===== config.mk =====
export PLATFORM = sky130hd
export DESIGN_NAME = enc_word_framer
export DESIGN_NICKNAME = d
export VERILOG_FILES = /design/src/rtl/enc_word_framer.sv
export SDC_FILE = /design/constraint.sdc
export NUM_CORES = 1
export LEC_CHECK = 0
export CAP_MARGIN = 20
export CORE_MARGIN = 3
export CORE_UTILIZATION = 50
export CTS_CLUSTER_DIAMETER = 40
export CTS_CLUSTER_SIZE = 14
export DETAILED_ROUTE_END_ITERATION = 6
export PLACE_DENSITY = 0.82
export SETUP_SLACK_MARGIN = 0.02
export SLEW_MARGIN = 25
export SYNTH_ARGS = -nofsm -noshare
export SYNTH_HDL_FRONTEND = slang
export SYNTH_SLANG_ARGS = --single-unit

===== constraint.sdc =====
create_clock -name clk -period 2.25 [get_ports clk]
set_clock_uncertainty 0.1 [all_clocks]
set_input_delay 0.225 -clock clk [delete_from_list [all_inputs] [get_ports clk]]
set_output_delay 0.225 -clock clk [all_outputs]
set_load 0.01 [all_outputs]

===== src/rtl/enc_word_framer.sv =====
// Serial-to-word framer: assembles sof-delimited WIDTH-bit frames (MSB first)
// and buffers completed words in a small FIFO behind a valid/ready handshake.
module enc_word_framer #(
  parameter int unsigned WIDTH = 7,
  parameter int unsigned DEPTH = 2,
  parameter int unsigned CNT_W = 8
) (
  input  logic             clk,
  input  logic             rst,
  input  logic             bit_in,
  input  logic             bit_valid,
  input  logic             sof,
  output logic [WIDTH-1:0] word_out,
  output logic             word_valid,
  input  logic             word_ready,
  output logic [CNT_W-1:0] frame_cnt,
  output logic             overflow,
  output logic             sync_err
);

  localparam int unsigned BCW = $clog2(WIDTH + 1);
  localparam int unsigned PW  = (DEPTH > 1) ? $clog2(DEPTH) : 1;
  localparam int unsigned OCW = $clog2(DEPTH + 1);

  typedef enum logic {HUNT, SHIFT} state_t;

  state_t           state_q, state_d;
  logic [BCW-1:0]   bcnt_q, bcnt_d;
  logic [WIDTH-1:0] shreg_q, shreg_d;
  logic             pend_q, pend_d;
  logic [WIDTH-1:0] pend_word_q, pend_word_d;
  logic             sync_err_q, sync_err_d;

  logic [WIDTH-1:0] mem_q [DEPTH];
  logic [WIDTH-1:0] mem_d [DEPTH];
  logic [PW-1:0]    wr_ptr_q, wr_ptr_d;
  logic [PW-1:0]    rd_ptr_q, rd_ptr_d;
  logic [OCW-1:0]   occ_q, occ_d;
  logic [WIDTH-1:0] word_out_q, word_out_d;
  logic             word_valid_q, word_valid_d;
  logic [CNT_W-1:0] frame_cnt_q, frame_cnt_d;
  logic             overflow_q, overflow_d;
  logic             pop, full, push_ok;

  function automatic logic [PW-1:0] ptr_inc(input logic [PW-1:0] p);
    return (p == PW'(DEPTH - 1)) ? '0 : p + PW'(1);
  endfunction

  // Frame assembly; a completed word is staged for one cycle before the push.
  always_comb begin
    state_d     = state_q;
    bcnt_d      = bcnt_q;
    shreg_d     = shreg_q;
    pend_d      = 1'b0;
    pend_word_d = pend_word_q;
    sync_err_d  = 1'b0;
    case (state_q)
      HUNT: begin
        if (bit_valid && sof) begin
          shreg_d = WIDTH'(bit_in);
          bcnt_d  = BCW'(1);
          state_d = SHIFT;
        end
      end
      SHIFT: begin
        if (bit_valid) begin
          if (sof) begin
            sync_err_d = 1'b1;
            shreg_d    = WIDTH'(bit_in);
            bcnt_d     = BCW'(1);
          end else if (bcnt_q == BCW'(WIDTH - 1)) begin
            pend_d      = 1'b1;
            pend_word_d = {shreg_q[WIDTH-2:0], bit_in};
            shreg_d     = {shreg_q[WIDTH-2:0], bit_in};
            bcnt_d      = '0;
            state_d     = HUNT;
          end else begin
            shreg_d = {shreg_q[WIDTH-2:0], bit_in};
            bcnt_d  = bcnt_q + BCW'(1);
          end
        end
      end
      default: state_d = HUNT;
    endcase
  end

  // FIFO; a pop in the same cycle frees the slot for a push into a full FIFO.
  always_comb begin
    pop         = word_valid_q && word_ready;
    full        = (occ_q == OCW'(DEPTH));
    push_ok     = pend_q && (!full || pop);
    mem_d       = mem_q;
    wr_ptr_d    = wr_ptr_q;
    rd_ptr_d    = rd_ptr_q;
    occ_d       = occ_q;
    frame_cnt_d = frame_cnt_q;
    overflow_d  = overflow_q | (pend_q & ~push_ok);
    if (push_ok) begin
      mem_d[wr_ptr_q] = pend_word_q;
      wr_ptr_d        = ptr_inc(wr_ptr_q);
      frame_cnt_d     = frame_cnt_q + CNT_W'(1);
    end
    if (pop) rd_ptr_d = ptr_inc(rd_ptr_q);
    case ({push_ok, pop})
      2'b10:   occ_d = occ_q + OCW'(1);
      2'b01:   occ_d = occ_q - OCW'(1);
      default: occ_d = occ_q;
    endcase
    word_valid_d = (occ_d != '0);
    word_out_d   = word_valid_d ? mem_d[rd_ptr_d] : '0;
  end

  always_ff @(posedge clk) begin
    if (rst) begin
      state_q     <= HUNT;
      bcnt_q      <= '0;
      shreg_q     <= '0;
      pend_q      <= 1'b0;
      pend_word_q <= '0;
      sync_err_q  <= 1'b0;
    end else begin
      state_q     <= state_d;
      bcnt_q      <= bcnt_d;
      shreg_q     <= shreg_d;
      pend_q      <= pend_d;
      pend_word_q <= pend_word_d;
      sync_err_q  <= sync_err_d;
    end
  end

  always_ff @(posedge clk) begin
    if (rst) begin
      for (int i = 0; i < int'(DEPTH); i++) mem_q[i] <= '0;
      wr_ptr_q     <= '0;
      rd_ptr_q     <= '0;
      occ_q        <= '0;
      word_out_q   <= '0;
      word_valid_q <= 1'b0;
      frame_cnt_q  <= '0;
      overflow_q   <= 1'b0;
    end else begin
      for (int i = 0; i < int'(DEPTH); i++) mem_q[i] <= mem_d[i];
      wr_ptr_q     <= wr_ptr_d;
      rd_ptr_q     <= rd_ptr_d;
      occ_q        <= occ_d;
      word_out_q   <= word_out_d;
      word_valid_q <= word_valid_d;
      frame_cnt_q  <= frame_cnt_d;
      overflow_q   <= overflow_d;
    end
  end

  assign word_out   = word_out_q;
  assign word_valid = word_valid_q;
  assign frame_cnt  = frame_cnt_q;
  assign overflow   = overflow_q;
  assign sync_err   = sync_err_q;

endmodule

==> results of run 1 <==
==> cell type report <==
class,instances,area [µm²]
inverters,2,7.51
well taps,48,60.1
multi-input cells,139,953
fillers,311,1290
flip-flops and latches,54,1080
repair buffers,32,310
clock inverters,2,38.8
clock buffers,6,82.6
==> through the flow <==
stage	setup WS (ps)	cell area (µm²)	cells	TNS, ps
2_1_floorplan	193	2060	200	0
3_3_place_gp	16.3	2410	275	0
3_5_place_dp	-50.7	2410	275	-227
4_1_cts	113	2530	283	0
5_1_grt	1.65	2530	283	0
6_report	169	2530	283	0
==> worst max path at each step <==
stage	slack (ps)	end
6_report	170	word_out[3]
3_3_place_gp	20	word_out[0]
4_1_cts	110	word_out[3]
3_5_place_dp	-50	word_out[0]
2_1_floorplan	190	word_out[0]
5_1_grt	2	word_out[3]
==> power by group <==
| group | total, mW | internal (mW) | switching, mW |
|---|---|---|---|
| Combinational | 0.0456 | 0.0201 | 0.0255 |
| Clock | 0.679 | 0.366 | 0.313 |
| Sequential | 0.966 | 0.959 | 0.00640 |
| Total | 1.69 | 1.35 | 0.345 |
==> critical path, cell delays in order (launching register included) <==
cell	delay [ps]
dfxtp_1	320
nand2b_2	240
o21ai_2	170
ha_1	270
nor3b_1	150
a311oi_2	310
nand2b_1	260
o22ai_1	180
==> cells in the mapped netlist (all sizes together) <==
| cell type | n | area share |
|---|---|---|
| a21oi | 7 | 0.028 |
| a22oi | 5 | 0.018 |
| a311oi | 1 | 0.0073 |
| a31oi | 1 | 0.0030 |
| and2b | 1 | 0.0049 |
| and3 | 2 | 0.0061 |
| and3b | 1 | 0.0043 |
| and4 | 1 | 0.0043 |
| clkbuf | 5 | 0.0091 |
| dfxtp | 54 | 0.53 |
| ha | 2 | 0.012 |
| inv | 2 | 0.0036 |
| mux2i | 23 | 0.11 |
| nand2 | 7 | 0.014 |
| nand2b | 5 | 0.016 |
| nand3b | 2 | 0.013 |
| nand4 | 1 | 0.0030 |
| nand4b | 1 | 0.0043 |
| nor2 | 41 | 0.075 |
| nor3 | 3 | 0.013 |
| nor3b | 2 | 0.0073 |
| nor4 | 1 | 0.0030 |
| o2111ai | 1 | 0.0043 |
| o211ai | 3 | 0.013 |
| o21ai | 8 | 0.021 |
| o22ai | 7 | 0.021 |
| or3 | 1 | 0.0030 |
| or4 | 2 | 0.0073 |
| xnor2 | 2 | 0.0085 |
| xor2 | 8 | 0.034 |
==> registers in the layout (all words and copies together), names as in the netlist <==
name         cells
wr_ptr_q         1
bcnt_q           3
frame_cnt        8
rd_ptr_q         1
pend_word_q      7
word_out         7
overflow         1
mem_q           14
state_q          1
sync_err         1
shreg_q          6
occ_q            2
word_valid       1
pend_q           1
==> cell families after synthesis <==
group | count (synthesis) | synth area share
buffers and inverters | 7 | 0.0128
xor gates and xnor gates | 10 | 0.0426
adders and majority gates | 2 | 0.0122
DFF | 54 | 0.525
and+or+nand+nor | 71 | 0.179
AOI/OAI and AO/OA | 33 | 0.117
muxes | 23 | 0.112
==> repair_timing <==
item	4_1_cts	5_1_grt
endpoints found under the hold margin	0	0
endpoints found under the setup margin	0	7
resized for setup	0	2
==> metal layers <==
layer,share of wire,global-route usage,vias up
met5,0,0,-
met4,0.015,0.0617,0
met3,0.035,0.0446,6
met2,0.49,0.288,28
met1,0.46,0.213,720
li1,-,-,776
==> results.cfg, run 1 <==
[run_status]
status = complete, no violations

[setup_path]
endpoint_kind = register
reg2reg_depth = 7
ff2ff_setup_slack_ps = 170
cp.required_ps = 2380
startpoint = occ_q[0]
crit_path_start_kind = register
crit_type = register to register
worstPathArrival_ps = 2210
worstReg2RegEnd = word_out[3]
cp_max_fo = 7
r2r-start = occ_q[0]

[min_path]
min_to = frame_cnt[7]
min-delay-start = frame_cnt[7]
worstHoldPathCells = 2
hp-class = register to register

[flow_run]
drv_cap = 0

[global_routing]
grt_max_degree = 37
grt_pass1_wl_mm = 6.85
grt_overflow = 0
grt_pass1_vias = 1487
grt_usage = 0.172
antenna_found_initial = 0

[layout]
drive_gt1_frac = 0.128
n_antenna_cell = 0
final_cell_mix = dfxtp_1 (53), nor2_1 (41), mux2i_1 (23), clkdlybuf4s50_1 (23)
syn_to_final_growth_pct = 23.2
finish.utilization = 0.663
layout_commonest_cell = dfxtp_1
finalNetCount = 242

[sta]
worst_slew_pin_slew_ps = 530
setup_violations = 0
rsz0062_at_grt = false
hold_violations = 0
drv_slew = 0
relSlewSlack = 0.644
holdWs_ps = 384
fmax_ghz = 0.481
period_needed_ps = 2080
finalCritPeriodShare = 0.925

[placed_design]
port_buffers = 23
dp_hpwl_mm = 2.69
gp_congestion = 0.785

[clock_tree]
cts.reportedPaths.clkPinSlew_ps = 100
cts-buffers-inserted = 5
cts-htree-levels = 2
cts_buffer_depth = 2
cts_tree = done
cts_setup_buffers = 0
cts.sinks = 54
cts_hold_buf = 0
insertion_delay_ps = 310
root_buffer = clkbuf_8

[synth]
synth_seq_cells = 54
synth_cell_types = 39
avgSynthCellArea_um2 = 10.3
syn_nets = 208
synth_seq_area_share = 0.525
synthCells = 200
yosys_warnings = 0
netlist_area_um2 = 2060

[floorplan]
die_h_um = 70.2
core_area_um2 = 3830
start_util = 0.538
die_area_um2 = 4920
pin_count = 24
core.rowCount = 22
die-width_um = 70.2

[routing]
antenna_left = 0
drt-pass1-iter-count = 4
vias_per_cell = 5.41
post-route-drc-count = 0
drt_iter0_drc = 54
wl_per_cell_um = 14.1
wl_mm = 3.99
route.vias.total = 1530

[power_and_ir_drop]
p_leak_nw = 0.912
power_density_nw_per_um2 = 667
finalPower_mw = 1.69
ir_worst_vdd_mv = 0.393
Note: power is estimated with default switching activity, not from simulation.
==> inputs of run 2 (changes only) <==
- CORE_MARGIN: 3 -> unset
==> results.cfg, run 2 (synthesized netlist as in run 1, its figures left out) <==
[routing]
drt_iter0_drc = 34
drt-pass1-iter-count = 4
wl_per_cell_um = 13.2
antenna_left = 0
route.vias.total = 1524
wl_mm = 3.71
post-route-drc-count = 0
vias_per_cell = 5.40

[setup_path]
cp.required_ps = 2390
crit_family = compound AO/OA/AOI/OAI gates
cp_max_fo = 7
startpoint = occ_q[0]
reg2reg_depth = 7
cpPeakStageDelay_ps = 320
crit_chain = nand2b_2 > o21ai_2 > ha_1 > nor3b_1 > a311oi_2 > nand2b_1 > o22ai_1
slowest_stage = dfxtp_1
crit_path_start_kind = register
worstReg2RegEnd = word_out[6]
endpoint_kind = register
cp.depth = 7
ff2ff_setup_slack_ps = 180
crit_type = register to register
path_buf_inv = 0
worstPathArrival_ps = 2220
r2r-start = occ_q[0]

[placed_design]
port_buffers = 23
gp_congestion = 0.776
dp.cells = 274
post-place-ws_ps = -105
dp_hpwl_mm = 2.57
place_area_um2 = 2390

[floorplan]
die_area_um2 = 4380
pin_count = 24
die-width_um = 66.2
die_h_um = 66.2
core_area_um2 = 3800
core.rowCount = 22
start_util = 0.542

[min_path]
min-delay-start = overflow
min_to = overflow
hp-class = register to register
worstHoldPathCells = 2

[power_and_ir_drop]
p_comb_frac = 0.026
ir_worst_vdd_mv = 0.480
seq_power_share = 0.612
swShare = 0.234
power_density_nw_per_um2 = 633
p_leak_nw = 0.891
p_clk_frac = 0.362
finalPower_mw = 1.58
switchingPower_mw = 0.369
p_int_mw = 1.21

[clock_tree]
cts.reportedPaths.clkPinSlew_ps = 100
cts_buffer_depth = 2
insertion_delay_ps = 320
cts_setup_buffers = 0
cts-buffers-inserted = 5
cts-htree-levels = 2
cts_resized = 0
cts_tree = done
root_buffer = clkbuf_8
cts_hold_buf = 0
cts.sinks = 54

[sta]
worst_slew_pin_slew_ps = 564
relSlewSlack = 0.621
hold_violations = 0
postLayoutSetupSlackWorst_ps = 177
drv_slew = 0
fmax_ghz = 0.482
holdWs_ps = 379
rsz0062_at_grt = false
finalCritPeriodShare = 0.922
setup_violations = 0
setup_tns_ps = 0
period_needed_ps = 2070

[global_routing]
grt_pass1_wl_mm = 6.28
grt_overflow = 0
grt_pass1_vias = 1414
grt_max_degree = 42
grt_usage = 0.195
antenna_found_initial = 0

[layout]
finish.utilization = 0.655
fillers = 330
largest-register = mem_q
largest_reg_flops = 14
finalNetCount = 241
drive_gt1_frac = 0.124
finalInstanceArea_um2 = 2490
final_cell_mix = dfxtp_1 (53), nor2_1 (41), mux2i_1 (23), clkdlybuf4s50_1 (23)
n_antenna_cell = 0
layout_commonest_cell = dfxtp_1
fin_cells = 282
syn_to_final_growth_pct = 20.9

[flow_run]
drv_cap = 0

[run_status]
status = complete, no violations
==> run 2: worst max path at each step <==
stage                     slack, ps          end
final                           180  word_out[6]
after global placement           30  word_out[1]
after detailed placement       -110  word_out[2]
after global routing             30  word_out[6]
after floorplan                 190  word_out[0]
after CTS                        60  word_out[6]
==> run 2: worst min-delay path: cells and delay by family (launching register included) <==
family	cells	cell delay (ps)
DFF	1	340
and+or+nand+nor	1	70
AOI/OAI and AO/OA	1	40
==> run 2: layout make-up <==
cell class                 instances  area, µm²  area share
sequential                        54       1080       0.435
multi-input combinational        139        953       0.383
timing repair buffer              31        290       0.117
clock buffer                       5       68.8      0.0277
tap                               48       60.1      0.0241
clock inverter                     3       26.3      0.0106
inverter                           2       7.51     0.00302
==> run 2: layer usage <==
metal	part of all wire	GRT usage	wire length [µm]	up-vias
li1	-	-	-	771
met1	0.47	0.224	1740	727
met2	0.48	0.332	1790	19
met3	0.032	0.0621	117	7
met4	0.017	0.0798	63	0
met5	0	0	0	-
==> run 2: power groups by stage <==
stage / sequential, mW / clock, mW / combinational (mW)
after floorplan: 0.987 / 0 / 0.0237
after global placement: 0.987 / 0 / 0.0414
after detailed placement: 0.988 / 0 / 0.0417
after CTS: 0.965 / 0.586 / 0.0416
after global routing: 0.967 / 0.624 / 0.0452
final: 0.965 / 0.570 / 0.0411
==> inputs of run 3 (changes only) <==
- GPL_TIMING_DRIVEN: unset -> 0
==> results.cfg, run 3 (synthesized netlist as in run 1, its figures left out) <==
[run_status]
status = complete, no violations

[placed_design]
port_buffers = 23
place_area_um2 = 2350
post-place-ws_ps = -436
gp_congestion = 0.792
dp_hpwl_mm = 2.51
dp.cells = 271

[setup_path]
worstReg2RegEnd = word_out[4]
crit_path_start_kind = primary input
r2r-start = word_valid
worstPathArrival_ps = 2170
ff2ff_setup_slack_ps = 230
endpoint_kind = register
cp.required_ps = 2380
reg2reg_depth = 9
crit_type = primary input to register
cp_max_fo = 7

[min_path]
hp-class = register to register
min-delay-start = overflow
min_to = overflow
worstHoldPathCells = 2

[floorplan]
core_area_um2 = 3800
start_util = 0.542
die_h_um = 66.2
core.rowCount = 22
die-width_um = 66.2
die_area_um2 = 4380
pin_count = 24

[layout]
finalInstanceArea_um2 = 2490
regArea_um2 = 1080
finish.utilization = 0.656
fin_cells = 281
drive_gt1_frac = 0.112
largest-register = mem_q
layout_commonest_cell = dfxtp_1
final_cell_mix = dfxtp_1 (52), nor2_1 (41), mux2i_1 (23), clkdlybuf4s50_1 (23), xor2_1 (8)
largest_reg_flops = 14
syn_to_final_growth_pct = 21.2
finalNetCount = 240
fillers = 298
multi_input_area_um2 = 981
n_antenna_cell = 0

[sta]
drv_slew = 0
relSlewSlack = 0.630
worst_slew_pin_slew_ps = 551
finalCritPeriodShare = 0.906
period_needed_ps = 2040
fmax_ghz = 0.490
setup_tns_ps = 0
rsz0062_at_grt = false
postLayoutSetupSlackWorst_ps = 211
hold_violations = 0
setup_violations = 0

[routing]
wl_per_cell_um = 12.9
wl_mm = 3.62
antenna_left = 0
post-route-drc-count = 0
drt-pass1-iter-count = 4
drt_iter0_drc = 95
vias_per_cell = 5.29
route.vias.total = 1487

[global_routing]
grt_max_degree = 17
grt_pass1_vias = 1374
grt_pass1_wl_mm = 6.06
grt_overflow = 0
antenna_found_initial = 0
grt_usage = 0.184

[clock_tree]
cts_buffer_depth = 2
root_buffer = clkbuf_8
cts.reportedPaths.clkPinSlew_ps = 90
insertion_delay_ps = 310
cts-htree-levels = 2
cts-buffers-inserted = 5
cts_hold_buf = 0
cts_tree = done
cts.sinks = 54

[power_and_ir_drop]
p_leak_nw = 0.868
ir_worst_vdd_mv = 0.445
power_density_nw_per_um2 = 626

[flow_run]
drv_cap = 0
[run 3: worst max-delay path by stage]
stage / startpoint / end / slack [ps] / cells after the start
after floorplan: word_valid / word_out[0] / 190 / 8
after global placement: word_ready / word_out[4] / -400 / 9
after detailed placement: word_ready / word_out[4] / -440 / 9
after CTS: word_ready / word_out[6] / 40 / 9
after global routing: word_ready / word_out[3] / 110 / 10
final: word_ready / word_out[4] / 210 / 10
[run 3: layout make-up]
| class | instances | area share |
|---|---|---|
| inverter | 2 | 0.00401 |
| clock inverter | 2 | 0.00502 |
| buffer | 5 | 0.00753 |
| sequential | 54 | 0.435 |
| multi-input combinational | 139 | 0.393 |
| tap | 48 | 0.0241 |
| clock buffer | 6 | 0.0331 |
| timing repair buffer | 25 | 0.0983 |
[run 3: critical path, cell delays in order]
cell             delay [ps]
clkdlybuf4s50_1         470
nand2_2                 120
inv_4                   150
o21ai_4                  70
ha_4                    270
nor3b_1                 150
a311oi_2                230
buf_4                   160
nand2_2                 120
o22ai_1                 200
[run 3: routing by layer]
| metal | part of all wire | vias to the layer above | global-route usage |
|---|---|---|---|
| li1 | - | 763 | - |
| met1 | 0.49 | 692 | 0.234 |
| met2 | 0.46 | 25 | 0.286 |
| met3 | 0.029 | 7 | 0.0414 |
| met4 | 0.020 | 0 | 0.104 |
| met5 | 0 | - | 0 |
[run 3: repair_timing]
item                                    CTS  global route
endpoints found under the setup margin    7             7
pin swaps                                 2             1
setup buffers                             1             1
resized for setup                         3             5
[run 3: stage by stage]
step,hold WS [ps],total power [mW]
floorplan,206,1.01
global placement,352,1.03
detailed placement,365,1.03
CTS,387,1.58
global route,415,1.63
finish,388,1.56
[run 3: where the power goes]
group | switching (mW) | internal (mW)
sequential | 0.00655 | 0.959
combinational | 0.0267 | 0.0172
clock | 0.305 | 0.248
total | 0.338 | 1.22
